`config.mk`:
```
export PLATFORM = sky130hd
export DESIGN_NAME = temporizador_mmss
export DESIGN_NICKNAME = d
export VERILOG_FILES = /design/src/rtl/temporizador_mmss.sv
export SDC_FILE = /design/constraint.sdc
export NUM_CORES = 1
export LEC_CHECK = 0
export CORE_MARGIN = 1.5
export CORE_UTILIZATION = 51
export CTS_CLUSTER_DIAMETER = 30
export DETAILED_ROUTE_END_ITERATION = 16
export PLACE_DENSITY_LB_ADDON = 0.05
export SLEW_MARGIN = 10
export SYNTH_ARGS = -nofsm -noshare
export SYNTH_HDL_FRONTEND = slang
export SYNTH_SLANG_ARGS = --single-unit
```
`constraint.sdc`:
```
create_clock -name clk_in -period 3.72 [get_ports clk_in]
set_input_delay 0.372 -clock clk_in [delete_from_list [all_inputs] [get_ports clk_in]]
set_output_delay 0.372 -clock clk_in [all_outputs]
set_load 0.03 [all_outputs]
```
`src/rtl/temporizador_mmss.sv`:
```
// MM:SS BCD countdown timer driven by rising edges of the divided square wave div_frec.
// Optional build macro TEMP_AUTORELOAD_EN: on expiry reload from the preset and keep running.
module temporizador_mmss (
  input  logic        clk_in,
  input  logic        reset,
  input  logic        div_frec,
  input  logic        load,
  input  logic        start,
  input  logic        pause,
  input  logic [15:0] preset,
  output logic [3:0]  min_dec,
  output logic [3:0]  min_uni,
  output logic [3:0]  seg_dec,
  output logic [3:0]  seg_uni,
  output logic        running,
  output logic        done,
  output logic        fin
);

  typedef enum logic [1:0] {
    S_IDLE,
    S_RUN,
    S_PAUSE,
    S_DONE
  } state_t;

  state_t      r_state;
  state_t      w_state_nx;
  logic        r_prev;
  logic [15:0] r_cnt;
  logic [15:0] w_cnt_nx;
  logic        r_running;
  logic        r_done;
  logic        r_fin;
  logic        w_fin_nx;
  logic        w_tick;
  logic        w_cnt_zero;
  logic        w_cnt_one;
  logic [15:0] w_clamped;
  logic [15:0] w_cnt_dec;
`ifdef TEMP_AUTORELOAD_EN
  logic [15:0] r_preset;
  logic [15:0] w_preset_nx;
`endif

  // Digits above 9 saturate at 9; tens of seconds saturate at 5.
  function automatic logic [15:0] f_clamp(input logic [15:0] p);
    logic [3:0] md, mu, sd, su;
    md = (p[15:12] > 4'd9) ? 4'd9 : p[15:12];
    mu = (p[11:8]  > 4'd9) ? 4'd9 : p[11:8];
    sd = (p[7:4]   > 4'd5) ? 4'd5 : p[7:4];
    su = (p[3:0]   > 4'd9) ? 4'd9 : p[3:0];
    return {md, mu, sd, su};
  endfunction

  // BCD borrow chain; callers guarantee the count is non-zero.
  function automatic logic [15:0] f_dec(input logic [15:0] c);
    logic [3:0] md, mu, sd, su;
    md = c[15:12];
    mu = c[11:8];
    sd = c[7:4];
    su = c[3:0];
    if (su != 4'd0) begin
      su = su - 4'd1;
    end else begin
      su = 4'd9;
      if (sd != 4'd0) begin
        sd = sd - 4'd1;
      end else begin
        sd = 4'd5;
        if (mu != 4'd0) begin
          mu = mu - 4'd1;
        end else begin
          mu = 4'd9;
          md = md - 4'd1;
        end
      end
    end
    return {md, mu, sd, su};
  endfunction

  assign w_tick     = div_frec & ~r_prev;
  assign w_cnt_zero = (r_cnt == 16'h0000);
  assign w_cnt_one  = (r_cnt == 16'h0001);
  assign w_clamped  = f_clamp(preset);
  assign w_cnt_dec  = f_dec(r_cnt);

  // Priority: load > pause > start > tick.
  always_comb begin
    w_state_nx = r_state;
    w_cnt_nx   = r_cnt;
    w_fin_nx   = 1'b0;
`ifdef TEMP_AUTORELOAD_EN
    w_preset_nx = r_preset;
`endif
    if (load) begin
      w_cnt_nx   = w_clamped;
      w_state_nx = S_IDLE;
`ifdef TEMP_AUTORELOAD_EN
      w_preset_nx = w_clamped;
`endif
    end else begin
      case (r_state)
        S_IDLE: begin
          if (!pause && start && !w_cnt_zero) w_state_nx = S_RUN;
        end
        S_RUN: begin
          if (pause) begin
            w_state_nx = S_PAUSE;
          end else if (w_tick) begin
            if (w_cnt_one) begin
              w_fin_nx = 1'b1;
`ifdef TEMP_AUTORELOAD_EN
              w_cnt_nx = r_preset;
`else
              w_cnt_nx   = '0;
              w_state_nx = S_DONE;
`endif
            end else if (!w_cnt_zero) begin
              w_cnt_nx = w_cnt_dec;
            end
          end
        end
        S_PAUSE: begin
          if (!pause && start) w_state_nx = S_RUN;
        end
        S_DONE: begin
          w_state_nx = S_DONE;
        end
        default: w_state_nx = S_IDLE;
      endcase
    end
  end

  always_ff @(posedge clk_in) begin
    if (!reset) begin
      r_state   <= S_IDLE;
      r_prev    <= 1'b1;
      r_cnt     <= '0;
      r_running <= 1'b0;
      r_done    <= 1'b0;
      r_fin     <= 1'b0;
`ifdef TEMP_AUTORELOAD_EN
      r_preset  <= '0;
`endif
    end else begin
      r_state   <= w_state_nx;
      r_prev    <= div_frec;
      r_cnt     <= w_cnt_nx;
      r_running <= (w_state_nx == S_RUN);
      r_done    <= (w_state_nx == S_DONE);
      r_fin     <= w_fin_nx;
`ifdef TEMP_AUTORELOAD_EN
      r_preset  <= w_preset_nx;
`endif
    end
  end

  assign min_dec = r_cnt[15:12];
  assign min_uni = r_cnt[11:8];
  assign seg_dec = r_cnt[7:4];
  assign seg_uni = r_cnt[3:0];
  assign running = r_running;
  assign done    = r_done;
  assign fin     = r_fin;

endmodule

```
==> metrics.md, run 1 <==
| Metric | Value |
|---|---|
| Status | `finished, final reports clean` |
| Dpl ws | `1330 ps` |
| CP peak stage delay | `490 ps` |
| Hold slack | `522 ps` |
| P&R area growth vs syn | `30.9%` |
| Reg-to-Reg Start | `r_cnt[8]` |
| Layout cells sized above 1 | `7.87%` |
| #FFs+latches synth | `22` |
| Global-route wire length before repair | `6510 um` |
| Worst setup EP type | `register` |
| Ys Warns | `0` |
| M3 GR Usage | `3.69%` |
| Die height | `56.6 um` |
| Worst setup SP type | `register` |
| Worst reg-to-reg path cell count | `7` |
| Clock transition at path regs | `140 ps` |
| Io pins | `41` |
| ANT nets after route | `0` |
| CP Data Arrival Time | `2640 ps` |
| Synthesized area per cell | `8.38 um^2` |
| Routed wire length | `3720 um` |
| M1 GR Usage | `31.8%` |
| DP Area | `1880 um^2` |
| Rows | `19` |
| Share of synthesized registers carrying an async set or reset | `0%` |
| Pwr dens | `329 nW/um^2` |
| Seq pwr share | `42.6%` |
| Post-synth EDFFs | `0` |
| Drt first pass iters | `4` |
| RSZ-0062 raised after global routing | `no` |
| Worst path buffer plus inverter count | `1` |
| Cells after DPL | `243` |
| Synth area leader | `dfxtp_1` |
| Max Cap Viol | `0` |
| Hold Violations, Final | `0` |
| Setup Fix Bufs, Post-CTS | `0` |
| Final clock skew | `17.2 ps` |
| GPL Wtd Cong | `0.795` |
| Clock power frac | `21.9%` |
| Nets | `246` |
| Max-slew violations | `0` |
| CTS tree | `built` |
| Internal reg-to-reg setup slack | `1290 ps` |
| Starting Density | `53.6%` |
| Cell class contributing the biggest share of worst-path delay | `simple AND/OR/NAND/NOR gates` |
| # clock sinks | `22` |
| Ys flop type | `dfxtp_1` |
| Worst Path Required | `3930 ps` |
| Syn nets | `204` |
| Num CTS Buffers | `3` |
| Number of global-route vias before repair | `1,448` |
| Total power | `0.632 mW` |
| Total GRT Usage | `25.4%` |
| Final instance area | `1920 um^2` |
| Crit-path slowest cell | `nor4_4` |
| Met2 Use GR | `44.9%` |
| Antenna violations before repair | `0` |
| Setup CP Type | `reg -> reg` |
| Dominant cells by area after synthesis | `dfxtp_1, ha_1, a21oi_1, inv_1, o21ai_0` |
| Finished Layout Cells | `247` |
| Net Sw Power | `0.219 mW` |
| Port Buffer Count | `40` |
| Clk buf depth | `2` |
| WL per Instance | `15.1 um` |
| Maximum clock frequency | `412 MHz` |
| Min Tclk post-route | `2430 ps` |
| Setup_tns | `0 ps` |
| DR DRC count | `0` |
| DIE AREA | `3210 um^2` |
| Cell count after synthesis | `175` |
| Hold endpoint | `r_cnt[13]` |
| Clk Latency, worst-skew pair | `320 ps` |
| Sequential-to-total area share from yosys stat | `30.0%` |
| # hold bufs at CTS | `0` |
| P_int | `0.412 mW` |
| Max VDD drop | `0.285 mV` |
| Worst hold path class | `reg -> reg` |
| Final Util | `70.2%` |
| Via count | `1,483` |
| Core ar. | `2730 um^2` |
| Combinational power share | `35.5%` |
| Worst-margin pin slew | `634 ps` |
| Final setup vio count | `0` |
| Grt ovf | `0` |
| N_diodes | `0` |
| WHS Path Cells | `2` |
| Largest net degree at the start of global routing | `20` |
| Cell Area, Synth | `1470 um^2` |
| RR Endpoint | `running` |
| Crit Path Max Fanout | `8` |
| Starting DRC count in detailed routing | `73` |
| Switching Share | `34.7%` |
| Post-DP HPWL | `2850 um` |
| Worst path cell trace | `inv_1 -> ha_1 -> or3b_4 -> nor4_4 -> a31oi_1 -> a211o_1 -> nor2b_1` |
| Root buffer selected by CTS | `clkbuf_4` |
| Hold path start | `r_cnt[13]` |
| Final worst slack | `1290 ps` |
| Period Utilization, post-route | `65.3%` |
| Count leader, synth | `dfxtp_1` |
| Most Crowded Layer GR | `met2` |
| Distinct cells, synth | `49` |
| Pleak | `0.741 nW` |
| Top-area cell type share of the netlist area | `30.0%` |
| Avg Vias per Cell | `6.00` |
| Htree depth | `1` |
| Post-CTS Resized | `0` |
| Commonest cells post-synth | `dfxtp_1, inv_1, a21oi_1` |
| Slew Limit Headroom | `57.2%` |
| Die X | `56.6 um` |
[cell usage in the layout (no fill, tap or decap), types with 2 or more instances in the layout]
cell type and instances:
nor3b_1 2, o31ai_1 6, o311a_1 2, ha_1 7, nand3_1 4, o211a_1 2, or3b_2 2, o21a_1 4
o211ai_1 2, clkdlybuf4s50_1 40, dfxtp_1 22, o21ai_0 10, nor2_1 13, mux2i_1 3, a211o_1 2, o21ai_1 2
inv_1 17, nor2b_1 3, nand2b_1 4, nor3_1 5, nand3b_1 2, nand2_1 11, or3b_4 3, a21oi_1 14
clkbuf_4 3, a31oi_1 6
[sequential cells by signal, indices dropped and copies added (netlist names)]
signal,count
fin,1
running,1
r_state,2
r_prev,1
r_cnt,16
done,1
[routing by layer]
| metal | up-vias | part of all wire [%] |
|---|---|---|
| met5 | - | 0 |
| met4 | 0 | 1.7 |
| met3 | 8 | 3.8 |
| met2 | 34 | 48 |
| met1 | 707 | 47 |
| li1 | 734 | - |
[kinds of logic after synthesis]
kind of cell,share of synthesized area (%)
xor gates and xnor gates,0.597
DFF,30.0
muxes,2.05
and+or+nand+nor,23.4
buffers and inverters,6.40
AOI/OAI and AO/OA,31.6
adders and majority gates,5.97
[worst max-delay path by stage]
stage              from        end  cells past startpoint
2_1_floorplan  r_cnt[8]    running                      7
3_3_place_gp      pause  r_cnt[14]                      6
3_5_place_dp      pause  r_cnt[14]                      6
4_1_cts        r_cnt[8]    running                      7
5_1_grt        r_cnt[8]    running                      7
6_report       r_cnt[8]    running                      7
[power by group through the flow]
stage                     registers [mW]  clock network (mW)  logic, mW
after floorplan                    0.297                   0      0.121
after global placement             0.273                   0      0.219
after detailed placement           0.275                   0      0.223
after CTS                          0.269               0.136      0.224
after global routing               0.272               0.146      0.246
final                              0.269               0.138      0.224
[worst reg2reg max path, delay by kind of cell (launching register included)]
kind            cells  cell delay (ps)
fa+ha+maj           1              220
buf+inv             1              130
flops               1              360
simple gates        3             1080
compound gates      2              520
[cell type report]
| type | count | area (um^2) |
|---|---|---|
| Clock buffer | 4 | 36.3 |
| Fill cell | 237 | 815 |
| Inverter | 17 | 63.8 |
| Multi-Input combinational cell | 132 | 932 |
| Sequential cell | 22 | 440 |
| Tap cell | 31 | 38.8 |
| Timing Repair Buffer | 41 | 408 |
(Power assumes the default switching activity.)
==> run 2: changes to the inputs <==
Settings changed: CORE_UTILIZATION 51 to 48.
Clock period 3.72 ns to 2.4 ns, I/O delays scaled along.
==> metrics.md, run 2 (synthesis gave the netlist of run 1 again) <==
| Metric | Value |
|---|---|
| Status | `complete, but fails checks` |
| Violated checks | `DRC` |
| Clock power frac | `21.3% (-0.6 points)` |
| Flip-flop count of the largest register after layout | `16 (unchanged)` |
| Total GRT Usage | `23.7% (-1.7 points)` |
| Dpl ws | `97.8 ps (-1230 ps)` |
| Clock transition at path regs | `120 ps (-20 ps)` |
| N_diodes | `0 (unchanged)` |
| GPL Wtd Cong | `0.857 (+7.8%)` |
| RSZ-0062 raised after global routing | `no` |
| Layout cells sized above 1 | `11.7% (+3.8 points)` |
| Min Tclk post-route | `2270 ps (-154 ps)` |
| DR DRC count | `4 (+4)` |
| Starting DRC count in detailed routing | `118 (+62%)` |
| Rows | `19 (unchanged)` |
| Die X | `58.3 um (+2.9%)` |
| Switching Share | `34.8% (+0.097 points)` |
| WL per Instance | `14.8 um (-1.6%)` |
| Global-route wire length before repair | `6420 um (-1.3%)` |
| Drt first pass iters | `11 (+7)` |
| Worst setup SP type | `register` |
| Largest regs | `r_cnt (16), r_state (2)` |
| # clock sinks | `22 (unchanged)` |
| Slew Limit Headroom | `72.9% (+16 points)` |
| Htree depth | `1 (unchanged)` |
| Starting Density | `51.8% (-1.8 points)` |
| Final worst slack | `127 ps (-1170 ps)` |
| Largest reg by FF count | `r_cnt` |
| Via count | `1,501 (+1.2%)` |
| P&R area growth vs syn | `35.2%` |
| Final instance area | `1980 um^2 (+3.3%)` |
| CP Data Arrival Time | `2480 ps (-160 ps)` |
| Hold slack | `527 ps (+4.98 ps)` |
| Period Utilization, post-route | `94.7% (+29 points)` |
| Clk Latency, worst-skew pair | `310 ps (about the same)` |
| Core ar. | `2830 um^2 (+3.5%)` |
| P_int | `0.649 mW (+57%)` |
| Routed wire length | `3750 um (+0.78%)` |
| Final clock skew | `2.68 ps (-14.6 ps)` |
| Max VDD drop | `0.447 mV (+57%)` |
| Grt ovf | `0 (unchanged)` |
| Setup_tns | `0 ps (unchanged)` |
| CTS tree | `built` |
| Root buffer selected by CTS | `clkbuf_4` |
| Antenna violations before repair | `0 (unchanged)` |
| Hold Violations, Final | `0 (unchanged)` |
| Setup CP Type | `reg -> reg` |
| Max Cap Viol | `0 (unchanged)` |
| Pwr dens | `502 nW/um^2 (+53%)` |
| DIE AREA | `3400 um^2 (+5.9%)` |
| Largest net degree at the start of global routing | `13 (-35%)` |
| Final setup vio count | `0 (unchanged)` |
| Max-slew violations | `0 (unchanged)` |
| DP Area | `1930 um^2 (+2.4%)` |
| Worst setup EP type | `register` |
| Most frequent cells in the layout | `clkdlybuf4s50_1, dfxtp_1, inv_1` |
| Clk buf depth | `2 (unchanged)` |
| Number of global-route vias before repair | `1,467 (+1.3%)` |
| Die height | `58.3 um (+2.9%)` |
| Combinational power share | `36.8% (+1.3 points)` |
| Worst Path Required | `2600 ps (-1330 ps)` |
| Post-DP HPWL | `2900 um (+1.9%)` |
| Net Sw Power | `0.347 mW (+58%)` |
| Port Buffer Count | `40 (unchanged)` |
| Filler Cell Count | `227 (-4.2%)` |
| Worst-margin pin slew | `405 ps (-229 ps)` |
| Seq pwr share | `42.0% (-0.6 points)` |
| Maximum clock frequency | `440 MHz (+6.8%)` |
| Io pins | `41 (unchanged)` |
| Nets | `252 (+2.4%)` |
| Num CTS Buffers | `3 (unchanged)` |
| Avg Vias per Cell | `5.93 (-1.2%)` |
| Commonest non-fill, non-tap cell in the layout | `clkdlybuf4s50_1` |
| Worst hold path class | `in -> reg` |
| Crit Path Max Fanout | `8 (unchanged)` |
| Pleak | `0.774 nW (+4.5%)` |
| ANT nets after route | `0 (unchanged)` |
run 2: changes by cell type in the layout (fill, tap and decap cells not counted), sizes merged:
cell  previous run  this run
buf              1         7
run 2: final timing paths:
| path | slack, ps | from | cells past startpoint | endpoint |
|---|---|---|---|---|
| worst min-delay path | 530 | preset[10] | 3 | r_cnt[10] |
| worst max register to register | 130 | r_cnt[8] | 8 | r_cnt[9] |
| worst max-delay path | 130 | r_cnt[8] | 8 | r_cnt[9] |
| worst min register to register | 530 | r_cnt[13] | 2 | r_cnt[13] |
run 2: metal layers:
layer	wire (um)	vias up	global-route usage (%)
met2	1920	47	40.8
li1	-	745	-
met3	172	2	4.69
met4	19	0	5.98
met1	1640	707	30.3
met5	0	-	0
run 2: per-stage QoR:
step | std cells | util [%] | power [mW]
global route | 253 | 70.1 | 1.05
global placement | 249 | 68.2 | 0.772
finish | 253 | 70.1 | 0.996
floorplan | 175 | - | 0.648
CTS | 253 | 69.4 | 0.993
detailed placement | 249 | 68.2 | 0.780
run 2: power by group through the flow:
stage	sequential (mW)	combinational [mW]	clock, mW
global placement	0.423	0.349	0
global route	0.422	0.397	0.231
floorplan	0.461	0.187	0
detailed placement	0.425	0.355	0
CTS	0.417	0.358	0.219
finish	0.418	0.366	0.212
run 2: worst max-delay path, cell delays in order (launching register included):
cell,delay [ps]
dfxtp_1,370
inv_1,130
ha_1,220
or3b_4,440
nor4_4,270
buf_4,200
o211a_1,230
mux2i_1,210
a21oi_1,90
run 2: area by class of cell:
type	instances	area [um^2]	share of cell area [%]
clock buffer	4	36.3	1.83
inverter	17	63.8	3.22
multi-input combinational	132	951	47.9
sequential	22	440	22.2
tap	31	38.8	1.96
timing repair buffer	47	453	22.8
run 2: timing repair:
| item | 4_1_cts | 5_1_grt |
|---|---|---|
| setup endpoints to repair | 0 | 10 |
| gates resized for setup | 0 | 3 |
| buffers inserted | 0 | 0 |
| hold buffers | 0 | 0 |
==> run 3: changes to the inputs <==
Settings changed: SLEW_MARGIN 10 to 5.
==> results of run 3 <==
The final DEF is identical to that of run 2; final timing and power are the same.
